**src/rtl/serial_link_pkg.sv**
```systemverilog
// Shared definitions for the telemetry frame unpacker: FSM states, event flags,
// parameter bounds and the K-frame format constants.
package serial_link_pkg;

  typedef enum logic [2:0] {
    ST_IDLE    = 3'd0,
    ST_HDR     = 3'd1,
    ST_PAYLOAD = 3'd2,
    ST_DONE    = 3'd3,
    ST_DISCARD = 3'd4
  } state_e;

  typedef struct packed {
    logic valid;
    logic short_len;
    logic long_len;
    logic bad_stream;
  } evt_t;

  localparam int DATA_WIDTH_MIN  = 1;
  localparam int DATA_WIDTH_MAX  = 32;
  localparam int NUM_STREAMS_MIN = 1;
  localparam int NUM_STREAMS_MAX = 16;

  // Frame layout: K, one header byte carrying the stream ID, payload, K.
  localparam int FRAME_HDR_BYTES = 1;
  localparam logic [7:0] K28_5   = 8'hBC;

  function automatic int stream_width(input int num_streams);
    return (num_streams < 2) ? 1 : $clog2(num_streams);
  endfunction

endpackage

```
**src/rtl/unpack_telemetry_multi_if.sv**
```systemverilog
// Byte-stream input and frame/error output bundle of the telemetry unpacker.
interface unpack_telemetry_multi_if #(
  parameter int g_data_width   = 11,
  parameter int g_stream_width = 2
);
  logic                      k_in;
  logic [7:0]                data_in;
  logic                      valid_in;
  logic [8*g_data_width-1:0] data_out;
  logic [g_stream_width-1:0] stream_out;
  logic                      valid_out;
  logic                      err_short;
  logic                      err_long;
  logic                      err_stream;

  modport master (
    output k_in, data_in, valid_in,
    input  data_out, stream_out, valid_out, err_short, err_long, err_stream
  );

  modport slave (
    input  k_in, data_in, valid_in,
    output data_out, stream_out, valid_out, err_short, err_long, err_stream
  );
endinterface

```
**src/rtl/unpack_telemetry_multi.sv**
```systemverilog
// Telemetry frame unpacker: K, stream-ID header, fixed-length payload, K.
// Frames assemble in one register and are copied to a separate output register on emission.
module unpack_telemetry_multi
  import serial_link_pkg::*;
#(
  parameter int g_data_width  = 11,
  parameter int g_num_streams = 4,
  parameter bit g_strict      = 1'b0
) (
  input logic                     clk,
  input logic                     rst,
  unpack_telemetry_multi_if.slave bus
);

  localparam int SW    = stream_width(g_num_streams);
  localparam int DW    = 8 * g_data_width;
  localparam int CNT_W = $clog2(g_data_width + 1);
  localparam logic [CNT_W-1:0] CNT_LAST    = CNT_W'(g_data_width - 1);
  localparam logic [8:0]       NUM_STREAMS = 9'(g_num_streams);

  generate
    if (g_data_width < DATA_WIDTH_MIN || g_data_width > DATA_WIDTH_MAX) begin : g_bad_width
      $error("unpack_telemetry_multi: g_data_width out of range");
    end
    if (g_num_streams < NUM_STREAMS_MIN || g_num_streams > NUM_STREAMS_MAX) begin : g_bad_streams
      $error("unpack_telemetry_multi: g_num_streams out of range");
    end
  endgenerate

  state_e           state_q, state_d;
  logic [CNT_W-1:0] count_q, count_d;
  logic [SW-1:0]    id_q, id_d;
  logic [DW-1:0]    asm_q, asm_d;
  evt_t             evt_s;
  evt_t             pend_q;
  evt_t             evt_q;
  logic [DW-1:0]    data_q;
  logic [SW-1:0]    stream_q;

  // Frame-tracking registers.
  always_ff @(posedge clk) begin
    if (rst) begin
      state_q <= ST_IDLE;
      count_q <= '0;
      id_q    <= '0;
      asm_q   <= '0;
    end else begin
      state_q <= state_d;
      count_q <= count_d;
      id_q    <= id_d;
      asm_q   <= asm_d;
    end
  end

  // Next-state decode; one valid symbol yields at most one event.
  always_comb begin
    state_d = state_q;
    count_d = count_q;
    id_d    = id_q;
    asm_d   = asm_q;
    evt_s   = '0;
    if (bus.valid_in) begin
      case (state_q)
        ST_IDLE: begin
          if (bus.k_in) state_d = ST_HDR;
          else          state_d = ST_IDLE;
        end
        ST_HDR: begin
          if (bus.k_in) begin
            state_d = ST_HDR;
          end else if ({1'b0, bus.data_in} < NUM_STREAMS) begin
            id_d    = bus.data_in[SW-1:0];
            count_d = '0;
            state_d = ST_PAYLOAD;
          end else begin
            evt_s.bad_stream = 1'b1;
            state_d          = ST_DISCARD;
          end
        end
        ST_PAYLOAD: begin
          if (bus.k_in) begin
            evt_s.short_len = 1'b1;
            state_d         = ST_HDR;
          end else begin
            for (int b = 0; b < g_data_width; b++) begin
              asm_d[8*b +: 8] = (count_q == CNT_W'(b)) ? bus.data_in : asm_q[8*b +: 8];
            end
            // Counter stops at g_data_width, which its width always holds.
            count_d = count_q + CNT_W'(1);
            if (count_q == CNT_LAST) begin
              state_d     = ST_DONE;
              evt_s.valid = ~g_strict;
            end else begin
              state_d = ST_PAYLOAD;
            end
          end
        end
        ST_DONE: begin
          if (bus.k_in) begin
            evt_s.valid = g_strict;
            state_d     = ST_HDR;
          end else begin
            evt_s.long_len = 1'b1;
            state_d        = ST_DISCARD;
          end
        end
        ST_DISCARD: begin
          if (bus.k_in) state_d = ST_HDR;
          else          state_d = ST_DISCARD;
        end
        default: begin
          state_d = ST_IDLE;
        end
      endcase
    end else begin
      state_d = state_q;
    end
  end

  // Emission stage: the finished frame is copied out while the assembly register refills.
  always_ff @(posedge clk) begin
    if (rst) begin
      pend_q   <= '0;
      evt_q    <= '0;
      data_q   <= '0;
      stream_q <= '0;
    end else begin
      pend_q <= evt_s;
      evt_q  <= pend_q;
      if (pend_q.valid) begin
        data_q   <= asm_q;
        stream_q <= id_q;
      end else begin
        data_q   <= data_q;
        stream_q <= stream_q;
      end
    end
  end

  assign bus.data_out   = data_q;
  assign bus.stream_out = stream_q;
  assign bus.valid_out  = evt_q.valid;
  assign bus.err_short  = evt_q.short_len;
  assign bus.err_long   = evt_q.long_len;
  assign bus.err_stream = evt_q.bad_stream;

endmodule

```
**src/flat_wrapper.sv**
```systemverilog
// flat-port wrapper written by rule: the top's interface ports become plain ports
module unpack_telemetry_multi_flat import serial_link_pkg::*;
#(
  parameter int g_data_width  = 11,
  parameter int g_num_streams = 4,
  parameter bit g_strict      = 1'b0
)
  (clk, rst, bus_k_in, bus_data_in, bus_valid_in, bus_data_out, bus_stream_out, bus_valid_out, bus_err_short, bus_err_long, bus_err_stream);
  unpack_telemetry_multi_if #(.g_data_width(g_data_width)) bus_i ();
  input logic clk;
  input logic rst;
  input wire logic [$bits(bus_i.k_in)-1:0] bus_k_in;
  input wire logic [$bits(bus_i.data_in)-1:0] bus_data_in;
  input wire logic [$bits(bus_i.valid_in)-1:0] bus_valid_in;
  output wire logic [$bits(bus_i.data_out)-1:0] bus_data_out;
  output wire logic [$bits(bus_i.stream_out)-1:0] bus_stream_out;
  output wire logic [$bits(bus_i.valid_out)-1:0] bus_valid_out;
  output wire logic [$bits(bus_i.err_short)-1:0] bus_err_short;
  output wire logic [$bits(bus_i.err_long)-1:0] bus_err_long;
  output wire logic [$bits(bus_i.err_stream)-1:0] bus_err_stream;
  assign bus_i.k_in = bus_k_in;
  assign bus_i.data_in = bus_data_in;
  assign bus_i.valid_in = bus_valid_in;
  assign bus_data_out = bus_i.data_out;
  assign bus_stream_out = bus_i.stream_out;
  assign bus_valid_out = bus_i.valid_out;
  assign bus_err_short = bus_i.err_short;
  assign bus_err_long = bus_i.err_long;
  assign bus_err_stream = bus_i.err_stream;
  unpack_telemetry_multi #(.g_data_width(g_data_width), .g_num_streams(g_num_streams), .g_strict(g_strict)) u_core (.clk(clk), .rst(rst), .bus(bus_i));
endmodule
```
**config.mk**
```make
export PLATFORM = sky130hd
export DESIGN_NAME = unpack_telemetry_multi_flat
export DESIGN_NICKNAME = d
export VERILOG_FILES = /design/src/rtl/serial_link_pkg.sv /design/src/rtl/unpack_telemetry_multi_if.sv /design/src/rtl/unpack_telemetry_multi.sv /design/src/flat_wrapper.sv
export SDC_FILE = /design/constraint.sdc
export NUM_CORES = 1
export LEC_CHECK = 0
export CAP_MARGIN = 0
export CORE_MARGIN = 3
export CORE_UTILIZATION = 49
export DETAILED_ROUTE_END_ITERATION = 7
export HOLD_SLACK_MARGIN = 0.15
export PLACE_DENSITY_LB_ADDON = 0.25
export RECOVER_POWER = 50
export REMOVE_ABC_BUFFERS = 1
export SLEW_MARGIN = 20
export SYNTH_ARGS = -nofsm -noshare
export SYNTH_HDL_FRONTEND = slang
export SYNTH_SLANG_ARGS = --single-unit
```
**constraint.sdc**
```tcl
create_clock -name clk -period 1.9 [get_ports clk]
set_input_delay 0.38 -clock clk [delete_from_list [all_inputs] [get_ports clk]]
set_output_delay 0.38 -clock clk [all_outputs]
set_load 0.02 [all_outputs]
```
==> results of run 1 <==
==> layout by cell type (no fill, tap or decap), types with 4 or more instances in the layout <==
master and count:
o31ai_1 4, or4b_1 4, nor2_1 91, nor2b_1 5, a21oi_1 69, dfxtp_1 194, inv_1 4, nor4b_2 4
clkinv_2 4, nand4_1 4, nand3_1 65, o21ai_0 68, nor4bb_1 4, mux2i_1 116, nand2_1 36, buf_4 42
clkdlybuf4s50_1 102, nand4bb_1 5, ha_1 4, clkbuf_16 17
==> metrics by stage <==
step / hold slack (ps) / total power, mW / util
after global placement: 445 / 4.40 / 0.601
after detailed placement: 449 / 4.40 / 0.601
after floorplan: 414 / 4.23 / -
final: 462 / 7.84 / 0.639
after global routing: 474 / 8.07 / 0.639
after CTS: 449 / 7.90 / 0.640
==> worst register-to-register path: cells and delay by family (launching register included) <==
kind	cells	cell delay [ps]
and+or+nand+nor	2	450
DFF	1	760
buffers and inverters	1	320
AOI/OAI and AO/OA	1	150
==> layout make-up <==
| type | instances | area (um^2) | area share |
|---|---|---|---|
| Sequential cell | 195 | 3910 | 0.417 |
| Clock buffer | 17 | 425 | 0.0455 |
| Tap cell | 184 | 230 | 0.0246 |
| Timing Repair Buffer | 153 | 1430 | 0.153 |
| Multi-Input combinational cell | 505 | 3190 | 0.341 |
| Inverter | 5 | 18.8 | 0.00201 |
| Clock inverter | 15 | 158 | 0.0168 |
==> cells by family after synthesis <==
| logic type | Yosys count |
|---|---|
| muxes | 116 |
| DFF | 195 |
| adders and majority gates | 4 |
| buffers and inverters | 80 |
| AOI/OAI and AO/OA | 147 |
| and+or+nand+nor | 238 |
==> registers in the layout, summed over array words and instances, names as in the netlist <==
name / count
u_core.pend_q: 4
u_core.bus.err_long: 1
u_core.bus.valid_out: 1
u_core.bus.err_short: 1
u_core.bus.stream_out: 2
u_core.state_q: 3
u_core.id_q: 2
u_core.bus.err_stream: 1
u_core.asm_q: 88
u_core.bus.data_out: 88
u_core.count_q: 4
==> per-layer routing <==
metal  global-route usage  part of all wire
met5                    0                 0
met4               0.0599             0.012
met3               0.0560             0.070
met2                0.336              0.47
met1                0.303              0.45
==> power by group through the flow <==
stage / logic (mW) / clock network [mW] / registers, mW
floorplan: 0.0415 / 0 / 4.18
global placement: 0.216 / 0 / 4.18
detailed placement: 0.219 / 0 / 4.18
CTS: 0.220 / 3.59 / 4.09
global route: 0.236 / 3.74 / 4.09
finish: 0.223 / 3.53 / 4.09
==> synth_stat cells, drive strengths merged <==
cell	n	area (um^2)
nand2b	2	12.5
a211oi	1	7.51
a31oi	2	12.5
nor4	1	6.26
or4b	4	40.0
or3b	1	8.76
o21ai	68	340
nor3	3	15.0
and3	1	6.26
clkbuf	55	206
and4	2	17.5
o311a	1	10.0
dfxtp	195	3900
a21oi	69	345
nand4bb	6	67.6
o31ai	4	30.0
nor2b	5	31.3
nor4bb	5	50.1
clkinv	1	3.75
mux2i	116	1160
nor3b	3	22.5
nand3	65	325
o32ai	1	8.76
ha	4	50.1
o21bai	1	7.51
nand2	36	135
nor4b	4	60.1
or4	2	15.0
inv	4	15.0
or3	3	18.8
nand4	4	25.0
buf	20	98.9
nor2	91	342
==> how the worst min path moves through the flow <==
stage / slack, ps / cells after the start / end / from
2_1_floorplan: 410 / 1 / u_core.bus.err_long$_SDFF_PP0_ / u_core.pend_q[1]$_SDFF_PP0_
3_3_place_gp: 450 / 2 / u_core.id_q[1]$_SDFFE_PP0P_ / u_core.id_q[1]$_SDFFE_PP0P_
3_5_place_dp: 450 / 2 / u_core.id_q[0]$_SDFFE_PP0P_ / u_core.id_q[0]$_SDFFE_PP0P_
4_1_cts: 450 / 3 / u_core.bus.data_out[72]$_SDFFE_PP0P_ / rst
5_1_grt: 470 / 2 / u_core.id_q[0]$_SDFFE_PP0P_ / u_core.id_q[0]$_SDFFE_PP0P_
6_report: 460 / 2 / u_core.id_q[0]$_SDFFE_PP0P_ / u_core.id_q[0]$_SDFFE_PP0P_
==> qor.yml, run 1 <==
status: "finished, final reports clean"
area_delta_synth_final_pct: 26.4
synth_top_family_by_area: "simple AND/OR/NAND/NOR gates"
dpl_cell_area_um2: 8790
max_freq_ghz: 0.534
setup_slack_ps: 25.8
timing.rr.start: "u_core.count_q[2]$_SDFFE_PP0P_"
clkLatencyLatePin_ps: 430
rows: 44
crit_family: "simple AND/OR/NAND/NOR gates"
skew_ps: 10.4
pin_count: 106
cp.arrival_ps: 2230
synth_xor_area_frac: 0
yosysUniqueCellTypes: 37
dp.cells: 1042
track_usage: 0.217
numCtsBuffers: 17
grt_pass1_vias: 5735
synth_cells: 780
antenna_found_initial: 0
slowest_delay_ps: 690
cts.clk_slew.worst_paths_ps: 70
worstPathRequired_ps: 2260
cts_sinks: 195
syn_area_per_cell_um2: 9.49
cpMostUsedCell: "or4_1"
ctsHoldBuffers: 0
wl_um: 17700
cts.repair.resized: 0
slowest_stage: "or4_1"
min_period_ps: 1870
min_path_type: "reg -> reg"
relSlewSlack: 0.548
post_cts_buffers: 0
slew_violations: 0
grt_pass1_wl_um: 29100
crit_path_end_kind: "flop"
design_area_um2: 9360
start_util: 0.505
dr.pass1.iters: 5
core_area_um2: 14600
synthSimpleGateAreaFrac: 0.162
tightest_slew_ps: 679
gr-total-overflow: 0
die_w_um: 129
yosysSeqAreaShare: 0.528
synth.area.mux_share: 0.157
path_buf_inv: 1
routabilityCongestion: 0.858
via_per_inst: 5.56
r2r_setup_slack_ps: 140
cts_max_level: 4
synth_area_um2: 7400
synth-seq-cells: 195
switching_share: 0.221
peakVddDrop_mv: 0.588
cts_buffer_depth: 2
synth_compound_area_frac: 0.103
dieArea_um2: 16600
p_int_mw: 6.11
synth_warnings: 0
fin_cells: 1074
finalSetupViolCount: 0
p_sw_mw: 1.74
hold_viol_final: 0
path_class: "in -> reg"
p_per_area_nw_per_um2: 838
reg2reg_to: "u_core.asm_q[61]$_SDFFE_PP0P_"
vias: 5975
worstSetupStartpointType: "input pin"
post_drt_wl_per_cell_um: 16.4
fin_nets: 893
clk_root_buffer_cell: "clkbuf_16"
cts_tree: "done"
pwr-share-seq: 0.522
synth_fa_ha_area_frac: 0.00676
path_max_fanout: 5
crit_path_cell_trace: "clkdlybuf4s50_1 > or4_1 > or4_1 > a21oi_1"
path_depth: 4
grt_max_degree: 138
layout-drive-gt1-share: 0.0978
diodes: 0
dp_slack_ps: -390
dpl.hpwl_um: 11900
fin_crit_sh: 0.986
drv_cap: 0
crit_end: "u_core.state_q[1]$_SDFFE_PP0P_"
rsz0062_at_grt: "no"
nFillCells: 1180
r2r_cells: 4
fp.dieH_um: 129
crit_path_start: "bus_data_in[2]"
drt_iter0_drc: 514
ant_nets: 0
io_buffers: 105
cellLeakagePower_nw: 3.20
tns_ps: 0
drc: 0
pwr-share-clk: 0.450
p_comb_frac: 0.028
Power figures use the tool's default switching activity.
==> run 2: changes to the inputs <==
--- a/config.mk
+++ b/config.mk
@@ -10,7 +10,7 @@
 export CORE_UTILIZATION = 49
 export DETAILED_ROUTE_END_ITERATION = 7
 export HOLD_SLACK_MARGIN = 0.15
-export PLACE_DENSITY_LB_ADDON = 0.25
+export PLACE_DENSITY = 0.81
 export RECOVER_POWER = 50
 export REMOVE_ABC_BUFFERS = 1
 export SLEW_MARGIN = 20
==> run 2 against run 1 <==
Non-clock buffer count rose by 5. Maximum frequency is 3.1% higher. Cell area rose by 0.53%. Critical endpoint unchanged. Clock power down 3%.
==> qor.yml, run 2 (synthesized netlist as in run 1, its figures left out) <==
gr-total-overflow: 0  # unchanged
crit_end: "u_core.state_q[1]$_SDFFE_PP0P_"  # unchanged
p_per_area_nw_per_um2: 822  # was 838 nW/um^2
design_area_um2: 9410  # was 9360 um^2
status: "finished, final reports clean"  # unchanged
diodes: 0  # unchanged
hold_viol_final: 0  # unchanged
numCtsBuffers: 17  # unchanged
slew_violations: 0  # unchanged
cellLeakagePower_nw: 3.22  # was 3.20 nW
drv_cap: 0  # unchanged
worstSetupStartpointType: "input pin"  # unchanged
rows: 44  # unchanged
tightest_slew_ps: 1420  # was 679 ps
path_buf_inv: 1  # unchanged
setup_slack_ps: 82.7  # was 25.8 ps
timing.rr.start: "u_core.count_q[2]$_SDFFE_PP0P_"  # unchanged
pin_count: 106  # unchanged
slowest_delay_ps: 660  # was 690 ps
crit_path_end_kind: "flop"  # unchanged
tns_ps: 0  # unchanged
clk_root_buffer_cell: "clkbuf_16"  # unchanged
dp_slack_ps: -333  # was -390 ps
wl_um: 17600  # was 17700 um
pwr-share-seq: 0.529  # was 0.522
dr.pass1.iters: 5  # unchanged
relSlewSlack: 0.0546  # was 0.548
path_max_fanout: 5  # unchanged
path_class: "in -> reg"  # unchanged
register_area_um2: 3910  # unchanged
cts_buffer_depth: 2  # unchanged
pwr-share-clk: 0.443  # was 0.450
grt_pass1_wl_um: 28600  # was 29100 um
area_delta_synth_final_pct: 27.1  # was 26.4%
grt_max_degree: 89  # was 138
dpl.hpwl_um: 11100  # was 11900 um
r2r_setup_slack_ps: 150  # was 140 ps
layout_commonest_cell: "dfxtp_1"  # unchanged
cp.arrival_ps: 2170  # was 2230 ps
cpMostUsedCell: "or4_1"  # unchanged
crit_path_cell_trace: "clkdlybuf4s50_1 > or4_1 > or4_1 > a21oi_1"  # unchanged
routabilityCongestion: 0.922  # was 0.858
start_util: 0.505  # unchanged
reg2reg_to: "u_core.asm_q[31]$_SDFFE_PP0P_"  # was u_core.asm_q[61]$_SDFFE_PP0P_
grt_pass1_vias: 5558  # was 5735
multiInputGateArea_um2: 3190  # unchanged
drc: 0  # unchanged
core_area_um2: 14600  # unchanged
finalSetupViolCount: 0  # unchanged
switching_share: 0.212  # was 0.221
dieArea_um2: 16600  # unchanged
slowest_stage: "or4_1"  # unchanged
ant_nets: 0  # unchanged
ctsHoldBuffers: 0  # unchanged
fp.dieH_um: 129  # unchanged
post_cts_buffers: 0  # unchanged
track_usage: 0.216  # was 0.217
cts.clk_slew.worst_paths_ps: 70  # about the same
die_w_um: 129  # unchanged
r2r_cells: 3  # was 4
max_freq_ghz: 0.550  # was 0.534 GHz
min_path_type: "reg -> reg"  # unchanged
p_comb_frac: 0.028  # about the same
cts_max_level: 4  # unchanged
crit_family: "simple AND/OR/NAND/NOR gates"  # unchanged
clkLatencyLatePin_ps: 430  # about the same
post_drt_wl_per_cell_um: 16.4  # about the same
fin_crit_sh: 0.956  # was 0.986
worstPathRequired_ps: 2250  # was 2260 ps
antenna_found_initial: 1  # was 0
rsz0062_at_grt: "no"  # unchanged
skew_ps: 7.31  # was 10.4 ps
vias: 5951  # was 5975
layout-drive-gt1-share: 0.0996  # was 0.0978
dpl_cell_area_um2: 8880  # was 8790 um^2
path_depth: 4  # unchanged
cts.repair.resized: 0  # unchanged
drt_iter0_drc: 538  # was 514
nFillCells: 1218  # was 1180
via_per_inst: 5.52  # was 5.56
p_sw_mw: 1.64  # was 1.74 mW
mostFrequentLayoutCells: "194 x dfxtp_1, 116 x mux2i_1, 104 x clkdlybuf4s50_1"  # was 194 x dfxtp_1, 116 x mux2i_1, 102 x clkdlybuf4s50_1
p_int_mw: 6.09  # was 6.11 mW
io_buffers: 105  # unchanged
crit_path_start: "bus_data_in[3]"  # was bus_data_in[2]
cts_sinks: 195  # unchanged
fin_nets: 898  # was 893
min_period_ps: 1820  # was 1870 ps
peakVddDrop_mv: 0.593  # was 0.588 mV
cts_tree: "done"  # unchanged
[run 2: how the worst min path moves through the flow]
stage	slack, ps	cells after the start	start	endpoint
global route	460	1	u_core.pend_q[2]$_SDFF_PP0_	u_core.bus.err_short$_SDFF_PP0_
CTS	450	1	u_core.pend_q[2]$_SDFF_PP0_	u_core.bus.err_short$_SDFF_PP0_
detailed placement	420	1	u_core.pend_q[2]$_SDFF_PP0_	u_core.bus.err_short$_SDFF_PP0_
floorplan	410	1	u_core.pend_q[1]$_SDFF_PP0_	u_core.bus.err_long$_SDFF_PP0_
global placement	430	1	u_core.pend_q[2]$_SDFF_PP0_	u_core.bus.err_short$_SDFF_PP0_
finish	450	1	u_core.pend_q[0]$_SDFF_PP0_	u_core.bus.err_stream$_SDFF_PP0_
[run 2: power groups by stage]
stage	clock network (mW)	registers, mW	logic (mW)
after floorplan	0	4.18	0.0415
after global placement	0	4.18	0.221
after detailed placement	0	4.18	0.222
after CTS	3.48	4.09	0.223
after global routing	3.67	4.09	0.229
final	3.42	4.09	0.217
[run 2: final cells by class]
type                    instances  area share
clock buffers                  23      0.0519
clock inverters                 8     0.00811
inverters                       5     0.00200
multi-input cells             505       0.339
flip-flops and latches        195       0.415
well taps                     184      0.0245
repair buffers                158       0.159
[run 2: through the flow]
stage          std cells  hold WS, ps  total power, mW  utilization
2_1_floorplan        705          414             4.23            -
3_3_place_gp        1047          432             4.41        0.607
3_5_place_dp        1047          424             4.41        0.607
4_1_cts             1078          453             7.80        0.645
5_1_grt             1078          460             7.99        0.642
6_report            1078          450             7.73        0.642
[run 2: routing by layer]
layer / GRT usage / vias up / share of wire
met5: 0 / - / 0
met4: 0.0692 / 0 / 0.020
met3: 0.0577 / 26 / 0.056
met2: 0.331 / 176 / 0.46
met1: 0.297 / 2829 / 0.46
li1: - / 2920 / -
[run 2: worst register-to-register path, cell delays in order (launching register included)]
cell and delay (ps):
dfxtp_1 530, or4b_1 720, o21ai_0 220, a21oi_1 90
==> run 3: changes to the inputs <==
--- a/config.mk
+++ b/config.mk
@@ -7,10 +7,11 @@
 export LEC_CHECK = 0
 export CAP_MARGIN = 0
 export CORE_MARGIN = 3
-export CORE_UTILIZATION = 49
+export CORE_UTILIZATION = 58
 export DETAILED_ROUTE_END_ITERATION = 7
 export HOLD_SLACK_MARGIN = 0.15
-export PLACE_DENSITY = 0.81
+export MAX_ROUTING_LAYER = met4
+export PLACE_DENSITY = 0.89
 export RECOVER_POWER = 50
 export REMOVE_ABC_BUFFERS = 1
 export SLEW_MARGIN = 20
==> constraint.sdc (replaced) <==
create_clock -name clk -period 2.4 [get_ports clk]
set_input_delay 0.48 -clock clk [delete_from_list [all_inputs] [get_ports clk]]
set_output_delay 0.48 -clock clk [all_outputs]
set_load 0.02 [all_outputs]
==> run 3 against run 2 <==
The run now ends with capacitance limit, slew limit left. Sequential share of layout area increased by 1.0 points. Utilization increased by 11 points. Routed wire length increased by 1.4%. Die area decreased by 15%. Clock power decreased by 21%. Via count increased by 1.1%. Worst hold slack got worse by 1.6 ps. Critical path depth unchanged. Power decreased by 21%. Register-to-register slack improved by 280 ps. Global-route usage increased by 4.9 points. Largest power group unchanged. Highest routed layer unchanged.
==> qor.yml, run 3 (synthesized netlist as in run 1, its figures left out) <==
track_usage: 0.264  # was 0.216
tightest_slew_ps: 1730  # was 1420 ps
crit_path_end_kind: "flop"  # unchanged
antenna_found_initial: 0  # was 1
pin_count: 106  # unchanged
core_area_um2: 12300  # was 14600 um^2
path_class: "in -> reg"  # unchanged
gr-total-overflow: 0  # unchanged
multiInputGateArea_um2: 3190  # unchanged
cts_sinks: 195  # unchanged
register_area_um2: 3910  # about the same
layout-drive-gt1-share: 0.0711  # was 0.0996
fin_crit_sh: 0.824
start_util: 0.603  # was 0.505
area_delta_synth_final_pct: 24.1  # was 27.1%
wl_um: 17900  # was 17600 um
worstPathRequired_ps: 2730  # was 2250 ps
cts.repair.resized: 0  # unchanged
r2r_setup_slack_ps: 430  # was 150 ps
switching_share: 0.203  # was 0.212
whs_path_depth: 1  # unchanged
grt_pass1_wl_um: 29500  # was 28600 um
grt_max_degree: 167  # was 89
min_path_type: "reg -> reg"  # unchanged
routabilityCongestion: 0.859  # was 0.922
fin_nets: 877  # was 898
via_per_inst: 5.79  # was 5.52
nFillCells: 849  # was 1218
layout_commonest_cell: "dfxtp_1"  # unchanged
p_sw_mw: 1.24  # was 1.64 mW
violations: "capacitance limit, slew limit"
post_drt_wl_per_cell_um: 17.2  # was 16.4 um
reg2reg_to: "u_core.asm_q[75]$_SDFFE_PP0P_"  # was u_core.asm_q[31]$_SDFFE_PP0P_
pwr-share-seq: 0.532  # was 0.529
dr.pass1.iters: 5  # unchanged
drt_iter0_drc: 577  # was 538
relSlewSlack: -0.157  # was 0.0546
numCtsBuffers: 17  # unchanged
pwr-share-clk: 0.442  # was 0.443
cp.arrival_ps: 2310  # was 2170 ps
p_comb_frac: 0.026  # was 0.028
min_period_ps: 1980
max_freq_ghz: 0.505
final_util: 0.749  # was 0.642
grt_pass1_vias: 5905  # was 5558
peakVddDrop_mv: 0.519  # was 0.593 mV
drv_cap: 1  # was 0
cts.clk_slew.worst_paths_ps: 70  # about the same
clk_root_buffer_cell: "clkbuf_16"  # unchanged
slew_violations: 167  # was 0
rows: 40  # was 44
diodes: 0  # unchanged
path_max_fanout: 5  # unchanged
finalSetupViolCount: 0  # unchanged
fp.dieH_um: 119  # was 129 um
cellLeakagePower_nw: 3.11  # was 3.22 nW
vias: 6017  # was 5951
rsz0062_at_grt: "no"  # unchanged
status: "complete, but fails checks"  # was finished, final reports clean
skew_ps: 10.4  # was 7.31 ps
mostFrequentLayoutCells: "194 x dfxtp_1, 116 x mux2i_1, 102 x clkdlybuf4s50_1"  # was 194 x dfxtp_1, 116 x mux2i_1, 104 x clkdlybuf4s50_1
cts_buffer_depth: 2  # unchanged
dpl.hpwl_um: 11400  # was 11100 um
holdPathEnd: "u_core.bus.err_short$_SDFF_PP0_"  # was u_core.bus.err_stream$_SDFF_PP0_
die_w_um: 119  # was 129 um
p_int_mw: 4.86  # was 6.09 mW
cts_tree: "done"  # unchanged
p_per_area_nw_per_um2: 664  # was 822 nW/um^2
timing.rr.start: "u_core.count_q[2]$_SDFFE_PP0P_"  # unchanged
dieArea_um2: 14100  # was 16600 um^2
hold_path_startpoint: "u_core.pend_q[2]$_SDFF_PP0_"  # was u_core.pend_q[0]$_SDFF_PP0_
post_cts_buffers: 0  # unchanged
worstSetupStartpointType: "input pin"  # unchanged
r2r_cells: 4  # was 3
hold_viol_final: 0  # unchanged
clkLatencyLatePin_ps: 430  # about the same
tns_ps: 0  # unchanged
io_buffers: 105  # unchanged
cts_max_level: 4  # unchanged
drc: 0  # unchanged
ant_nets: 0  # unchanged
ctsHoldBuffers: 0  # unchanged
[run 3: cell count changes in the layout (fill, tap and decap cells not counted), moves of 2 or more]
cell,before,now
buf_4,43,27
clkbuf_1,4,9
buf_12,5,2
clkbuf_8,4,2
clkdlybuf4s50_1,104,102
clkinv_2,4,2
dlygate4sd3_1,0,2
[run 3: worst max-delay path: stages]
cell and delay, ps:
clkdlybuf4s50_1 530, or4_1 670, or4_1 500, a21oi_1 140
[run 3: worst max path at each step]
stage | endpoint | from
after floorplan | u_core.asm_q[72]$_SDFFE_PP0P_ | u_core.state_q[1]$_SDFFE_PP0P_
final | u_core.state_q[1]$_SDFFE_PP0P_ | bus_data_in[2]
after detailed placement | u_core.state_q[1]$_SDFFE_PP0P_ | bus_data_in[2]
after CTS | bus_stream_out[1] | u_core.bus.stream_out[1]$_SDFFE_PP0P_
after global placement | u_core.state_q[1]$_SDFFE_PP0P_ | bus_data_in[2]
after global routing | u_core.asm_q[77]$_SDFFE_PP0P_ | u_core.count_q[2]$_SDFFE_PP0P_
[run 3: power groups by stage]
stage          clock (mW)  combinational, mW  sequential (mW)
2_1_floorplan           0             0.0328             3.31
3_3_place_gp            0              0.154             3.31
3_5_place_dp            0              0.158             3.31
4_1_cts              2.74              0.161             3.24
5_1_grt              2.86              0.171             3.24
6_report             2.69              0.161             3.24
[run 3: final cells by class]
| cell class | count | area share |
|---|---|---|
| sequential | 195 | 0.425 |
| multi-input combinational | 505 | 0.348 |
| timing repair buffer | 137 | 0.142 |
| clock buffer | 25 | 0.0518 |
| tap | 168 | 0.0229 |
| clock inverter | 5 | 0.00858 |
| inverter | 5 | 0.00204 |
[run 3: per-stage QoR]
step                area, um^2  hold slack [ps]  power, mW  std cells  worst slack (ps)
global placement          8650              432       3.47       1010              32.9
detailed placement        8650              435       3.47       1010              45.0
finish                    9190              449       6.10       1040               422
floorplan                 7090              414       3.35        705             -4940
CTS                       9210              451       6.14       1040               462
global route              9190              459       6.27       1040               291
[run 3: routing by layer]
layer	wire length [um]	global-route usage	vias up	part of all wire
met2	8380	0.408	238	0.47
met1	7680	0.327	2853	0.43
li1	-	-	2874	-
met5	0	-	-	0
met4	630	0.127	0	0.035
met3	1200	0.0636	52	0.067
